===== config.mk =====
export PLATFORM = sky130hd
export DESIGN_NAME = serial_magnitude_comparator
export DESIGN_NICKNAME = d
export VERILOG_FILES = /design/src/rtl/serial_magnitude_comparator.sv
export SDC_FILE = /design/constraint.sdc
export NUM_CORES = 1
export LEC_CHECK = 0
export ABC_CLOCK_PERIOD_IN_PS = 2800
export BUFFER_PORTS_ARGS = -buffer_cell sky130_fd_sc_hd__buf_2
export CORE_MARGIN = 8
export CORE_UTILIZATION = 40
export CTS_CLUSTER_DIAMETER = 40
export CTS_CLUSTER_SIZE = 20
export DETAILED_ROUTE_END_ITERATION = 8
export PLACE_DENSITY = 0.68
export SLEW_MARGIN = 25
export SYNTH_ARGS = -nofsm -noshare
export SYNTH_HDL_FRONTEND = slang
export SYNTH_HIERARCHICAL = 1
export SYNTH_SLANG_ARGS = --single-unit
export TNS_END_PERCENT = 1

===== constraint.sdc =====
create_clock -name clk_i -period 2.8 [get_ports clk_i]
set_input_delay 0.42 -clock clk_i [delete_from_list [all_inputs] [get_ports clk_i]]
set_output_delay 0.42 -clock clk_i [all_outputs]
set_load 0.1 [all_outputs]

===== src/rtl/serial_magnitude_comparator.sv =====
// serial_magnitude_comparator
// Compares two WIDTH-bit unsigned operands MSB-first, one 2-bit digit per
// clock, through a single cascade compare slice. The running less/greater/
// equal flags live in registers between digits, and the final verdict is
// registered into lt/gt/eq on entry to DONE.

// One 2-bit cascade comparator slice. A decision already made by a more
// significant digit (lessIn/greaterIn) always wins over this digit.
module CompareSlice2 (
    input  logic [1:0] digitX_i,
    input  logic [1:0] digitY_i,
    input  logic       lessIn_i,
    input  logic       greaterIn_i,
    output logic       lessOut_o,
    output logic       greaterOut_o,
    output logic       equalOut_o
);

    // Pure combinational slice; a latched decision blocks the opposite flag.
    always_comb begin
        lessOut_o    = ~greaterIn_i & (lessIn_i | (digitX_i < digitY_i));
        greaterOut_o = ~lessIn_i & (greaterIn_i | (digitX_i > digitY_i));
        equalOut_o   = ~greaterIn_i & ~lessIn_i & (digitX_i == digitY_i);
    end

endmodule

module serial_magnitude_comparator #(
    parameter int WIDTH = 8
) (
    input  logic             clk_i,
    input  logic             rst_i,
    input  logic             start_i,
    input  logic [WIDTH-1:0] x_i,
    input  logic [WIDTH-1:0] y_i,
    output logic             busy_o,
    output logic             done_o,
    output logic             lt_o,
    output logic             gt_o,
    output logic             eq_o
);

    localparam int DIGITS = WIDTH / 2;
    localparam int CNT_W  = ($clog2(DIGITS + 1) > 1) ? $clog2(DIGITS + 1) : 1;
    localparam logic [CNT_W-1:0] LAST_DIGIT = CNT_W'(DIGITS - 1);

    typedef enum logic [1:0] {
        IDLE = 2'd0,
        RUN  = 2'd1,
        DONE = 2'd2
    } state_t;

    state_t           state_q, state_d;
    logic [WIDTH-1:0] xShift_q, xShift_d;
    logic [WIDTH-1:0] yShift_q, yShift_d;
    logic             runLess_q, runLess_d;
    logic             runGreater_q, runGreater_d;
    logic             runEqual_q, runEqual_d;
    logic [CNT_W-1:0] digitCnt_q, digitCnt_d;
    logic             lt_q, lt_d;
    logic             gt_q, gt_d;
    logic             eq_q, eq_d;

    logic             sliceLess;
    logic             sliceGreater;
    logic             sliceEqual;

    // The slice always looks at the current top digit of both shifters.
    CompareSlice2 uSlice (
        .digitX_i     (xShift_q[WIDTH-1 -: 2]),
        .digitY_i     (yShift_q[WIDTH-1 -: 2]),
        .lessIn_i     (runLess_q),
        .greaterIn_i  (runGreater_q),
        .lessOut_o    (sliceLess),
        .greaterOut_o (sliceGreater),
        .equalOut_o   (sliceEqual)
    );

    // Next-state and datapath updates; everything holds unless a state acts on it.
    always_comb begin
        state_d      = state_q;
        xShift_d     = xShift_q;
        yShift_d     = yShift_q;
        runLess_d    = runLess_q;
        runGreater_d = runGreater_q;
        runEqual_d   = runEqual_q;
        digitCnt_d   = digitCnt_q;
        lt_d         = lt_q;
        gt_d         = gt_q;
        eq_d         = eq_q;

        case (state_q)
            IDLE: begin
                if (start_i) begin
                    state_d      = RUN;
                    xShift_d     = x_i;
                    yShift_d     = y_i;
                    runLess_d    = 1'b0;
                    runGreater_d = 1'b0;
                    runEqual_d   = 1'b1;
                    digitCnt_d   = '0;
                end
            end
            RUN: begin
                runLess_d    = sliceLess;
                runGreater_d = sliceGreater;
                runEqual_d   = sliceEqual;
                xShift_d     = xShift_q << 2;
                yShift_d     = yShift_q << 2;
                digitCnt_d   = digitCnt_q + CNT_W'(1);
                if (digitCnt_q == LAST_DIGIT) begin
                    state_d = DONE;
                    lt_d    = sliceLess;
                    gt_d    = sliceGreater;
                    eq_d    = sliceEqual;
                end
            end
            DONE: begin
                state_d = IDLE;
            end
            default: begin
                state_d = IDLE;
            end
        endcase
    end

    // FSM state register; reset returns to IDLE and aborts any operation.
    always_ff @(posedge clk_i) begin
        if (rst_i) begin
            state_q <= IDLE;
        end else begin
            state_q <= state_d;
        end
    end

    // Shifters, running flags, digit counter and registered verdict.
    always_ff @(posedge clk_i) begin
        if (rst_i) begin
            xShift_q     <= '0;
            yShift_q     <= '0;
            runLess_q    <= 1'b0;
            runGreater_q <= 1'b0;
            runEqual_q   <= 1'b0;
            digitCnt_q   <= '0;
            lt_q         <= 1'b0;
            gt_q         <= 1'b0;
            eq_q         <= 1'b0;
        end else begin
            xShift_q     <= xShift_d;
            yShift_q     <= yShift_d;
            runLess_q    <= runLess_d;
            runGreater_q <= runGreater_d;
            runEqual_q   <= runEqual_d;
            digitCnt_q   <= digitCnt_d;
            lt_q         <= lt_d;
            gt_q         <= gt_d;
            eq_q         <= eq_d;
        end
    end

    // Status decodes straight from the state register; results from their registers.
    always_comb begin
        busy_o = (state_q != IDLE);
        done_o = (state_q == DONE);
        lt_o   = lt_q;
        gt_o   = gt_q;
        eq_o   = eq_q;
    end

endmodule

==> reports/results.tsv <==
metric	value	unit
place_congestion	0.7534	
async_reset_ff_share	0	%
fin_cells	177	
grt_usage	9.867	%
crit_path_start_kind	register	
synth_warnings	6	
worstPathCellList	nor2b_1 -> buf_2	
switching_power	198.0	uW
ctsResizeCount	0	
synth_seq_cells	26	
yosys-top-cells-count	dfxtp_1, inv_1, a21oi_1	
synthToLayoutAreaGrowth	12.39	%
clk_latency	0.32	ns
synth_top_flop_cell	dfxtp_1	
hold_violations	0	
num_io_pins	24	
pwr-share-clk	32.9	%
seqPwrFrac	51.9	%
finalMaxSlewViolations	0	
swShare	25.09	%
comb_power_share	15.2	%
syn_area_per_cell	9.221	sq um
insertedDiodeCount	0	
syn_area	1171	sq um
tightestPinTransition	0.8017	ns
htree_levels	1	
period_share	66.53	%
reg2reg_slack	1.21	ns
hpwl	1776	um
cp_data_arrival_time	1.44	ns
viasPerCell	5.158	
start_util	42.11	%
wl_per_cell	13.60	um
end_kind	output pin	
power_density	599.4	nW/um^2
synthCells	127	
relSlewSlack	46.36	%
cts_num_sinks	26	
min_path_type	input port to register	
p_leak	0.0005740	uW
yosysUniqueCellTypes	26	
multi_input_area	514.2	sq um
slowest_delay	0.52	ns
cts_root_buffer	clkbuf_4	
syn_nets	150	
grt_pass1_vias	894	
synth_top_area_cell	dfxtp_1	
whs	0.3254	ns
grt_pass1_wl	4084	um
p_int	591.0	uW
grt_max_degree	27	
grt-ovfl-total	0	
num_rows	19	
first_pass_iters	5	
fmax	536.8	MHz
dieArea	4915	sq um
yosys.area.top_type_share	44.44	%
dpl_cell_area	1264	sq um
cp_slowest_cell	dfxtp_1	
clkTransAtPathRegs	0.15	ns
final_area	1316	sq um
first_iter_violations	48	
seq_area	520.5	sq um
status	completed	
nets	170	
layout-drive-gt1-share	30.14	%
peakVddDrop	297.5	uV
critPathMaxFanout	8	
rsz0062_at_grt	false	
synth_edf_count	0	
cts_tree	done	
antenna_found_initial	0	
synthTopCellsByArea	dfxtp_1, o221a_2, inv_1, a21oi_1, a22oi_1	
wl	2408	um
drv_cap	0	
die_y	70.11	um
setup_ws	0.9371	ns
holdBufCountCts	0	
drc	0	
fill_cells	278	
cts_setup_buffers	0	
clock_path_buffers	2	
core_area	2781	sq um
crit_required	2.38	ns
cts_buffers	3	
setup-tns-final	0	ns
dpl.cell_count	173	
fp.dieW	70.11	um
setup_viol	0	
ys_seq_area_share	44.44	%
fin_skew	0.006980	ns
io_buffers	23	
period_minus_slack	1.863	ns
path_class	register to output pin	
yosysMostFrequentCell	dfxtp_1	
ant_nets	0	
pre_cts_slack	1.221	ns
vias	913	
==> logic make-up after synthesis <==
logic type	Yosys count	share of synthesized area [%]
buf+inv	28	11.64
flops	26	44.44
mux	2	1.709
fa+ha+maj	4	4.274
compound gates	39	26.28
simple gates	28	11.65
==> power by group through the flow <==
stage | clock (uW) | sequential [uW] | combinational, uW
finish | 260 | 409 | 120
global route | 279 | 412 | 134
CTS | 264 | 409 | 120
detailed placement | 0 | 418 | 120
global placement | 0 | 416 | 117
floorplan | 0 | 412 | 101
==> registers in the layout, indices dropped and copies added, names as in the netlist <==
name	flops
gt_o	1
xShift_q	8
state_q	2
runGreater_q	1
lt_o	1
yShift_q	8
digitCnt_q	3
eq_o	1
runLess_q	1
==> placed cells by master (no fill, tap or decap), types with 2 or more instances in the layout <==
master	Yosys	final
nand2_1	5	5
nor3_1	2	2
a21oi_2	2	2
buf_2	1	23
inv_1	20	20
a21oi_1	14	14
ha_1	4	4
nand3_1	3	3
clkbuf_4	0	3
o221a_2	12	12
nor2_1	12	12
a22oi_1	8	8
dfxtp_1	26	26
mux2i_1	2	2
==> path summary, 6_finish.rpt <==
kind	startpoint	endpoint	cells after the start
setup / recovery	state_q[1]$_SDFFE_PP0P_	done_o	2
hold reg to reg	gt_o$_SDFFE_PP0P_	gt_o$_SDFFE_PP0P_	2
hold / removal	x_i[0]	xShift_q[0]$_SDFFE_PP0P_	3
setup reg to reg	state_q[0]$_SDFFE_PP0P_	yShift_q[3]$_SDFFE_PP0P_	3
==> per-stage QoR <==
| step | util [%] | total power, uW |
|---|---|---|
| finish | 47.32 | 789.0 |
| floorplan | - | 512.7 |
| CTS | 47.32 | 794.1 |
| detailed placement | 45.43 | 537.7 |
| global placement | 45.43 | 532.9 |
| global route | 47.32 | 825.5 |
==> per-layer routing <==
layer / vias to the layer above / GRT usage [%] / routed length, um
met5: - / 0 / 0
met4: 0 / 4.688 / 40
met3: 4 / 2.260 / 93
met2: 16 / 16.04 / 1122
met1: 416 / 11.93 / 1152
li1: 477 / - / -
==> area by class of cell <==
class | instances | area share, %
clock buffers | 3 | 1.711
clock inverters | 1 | 2.281
inverters | 20 | 5.703
multi-input cells | 73 | 39.07
flip-flops and latches | 26 | 39.54
well taps | 31 | 2.947
repair buffers | 23 | 8.745
==> worst max-delay path: cells and delay by family, from the launching register on <==
kind	cells	cell delay, ns
and+or+nand+nor	1	0.17
buffers and inverters	1	0.43
DFF	1	0.52
(Power assumes the default switching activity.)
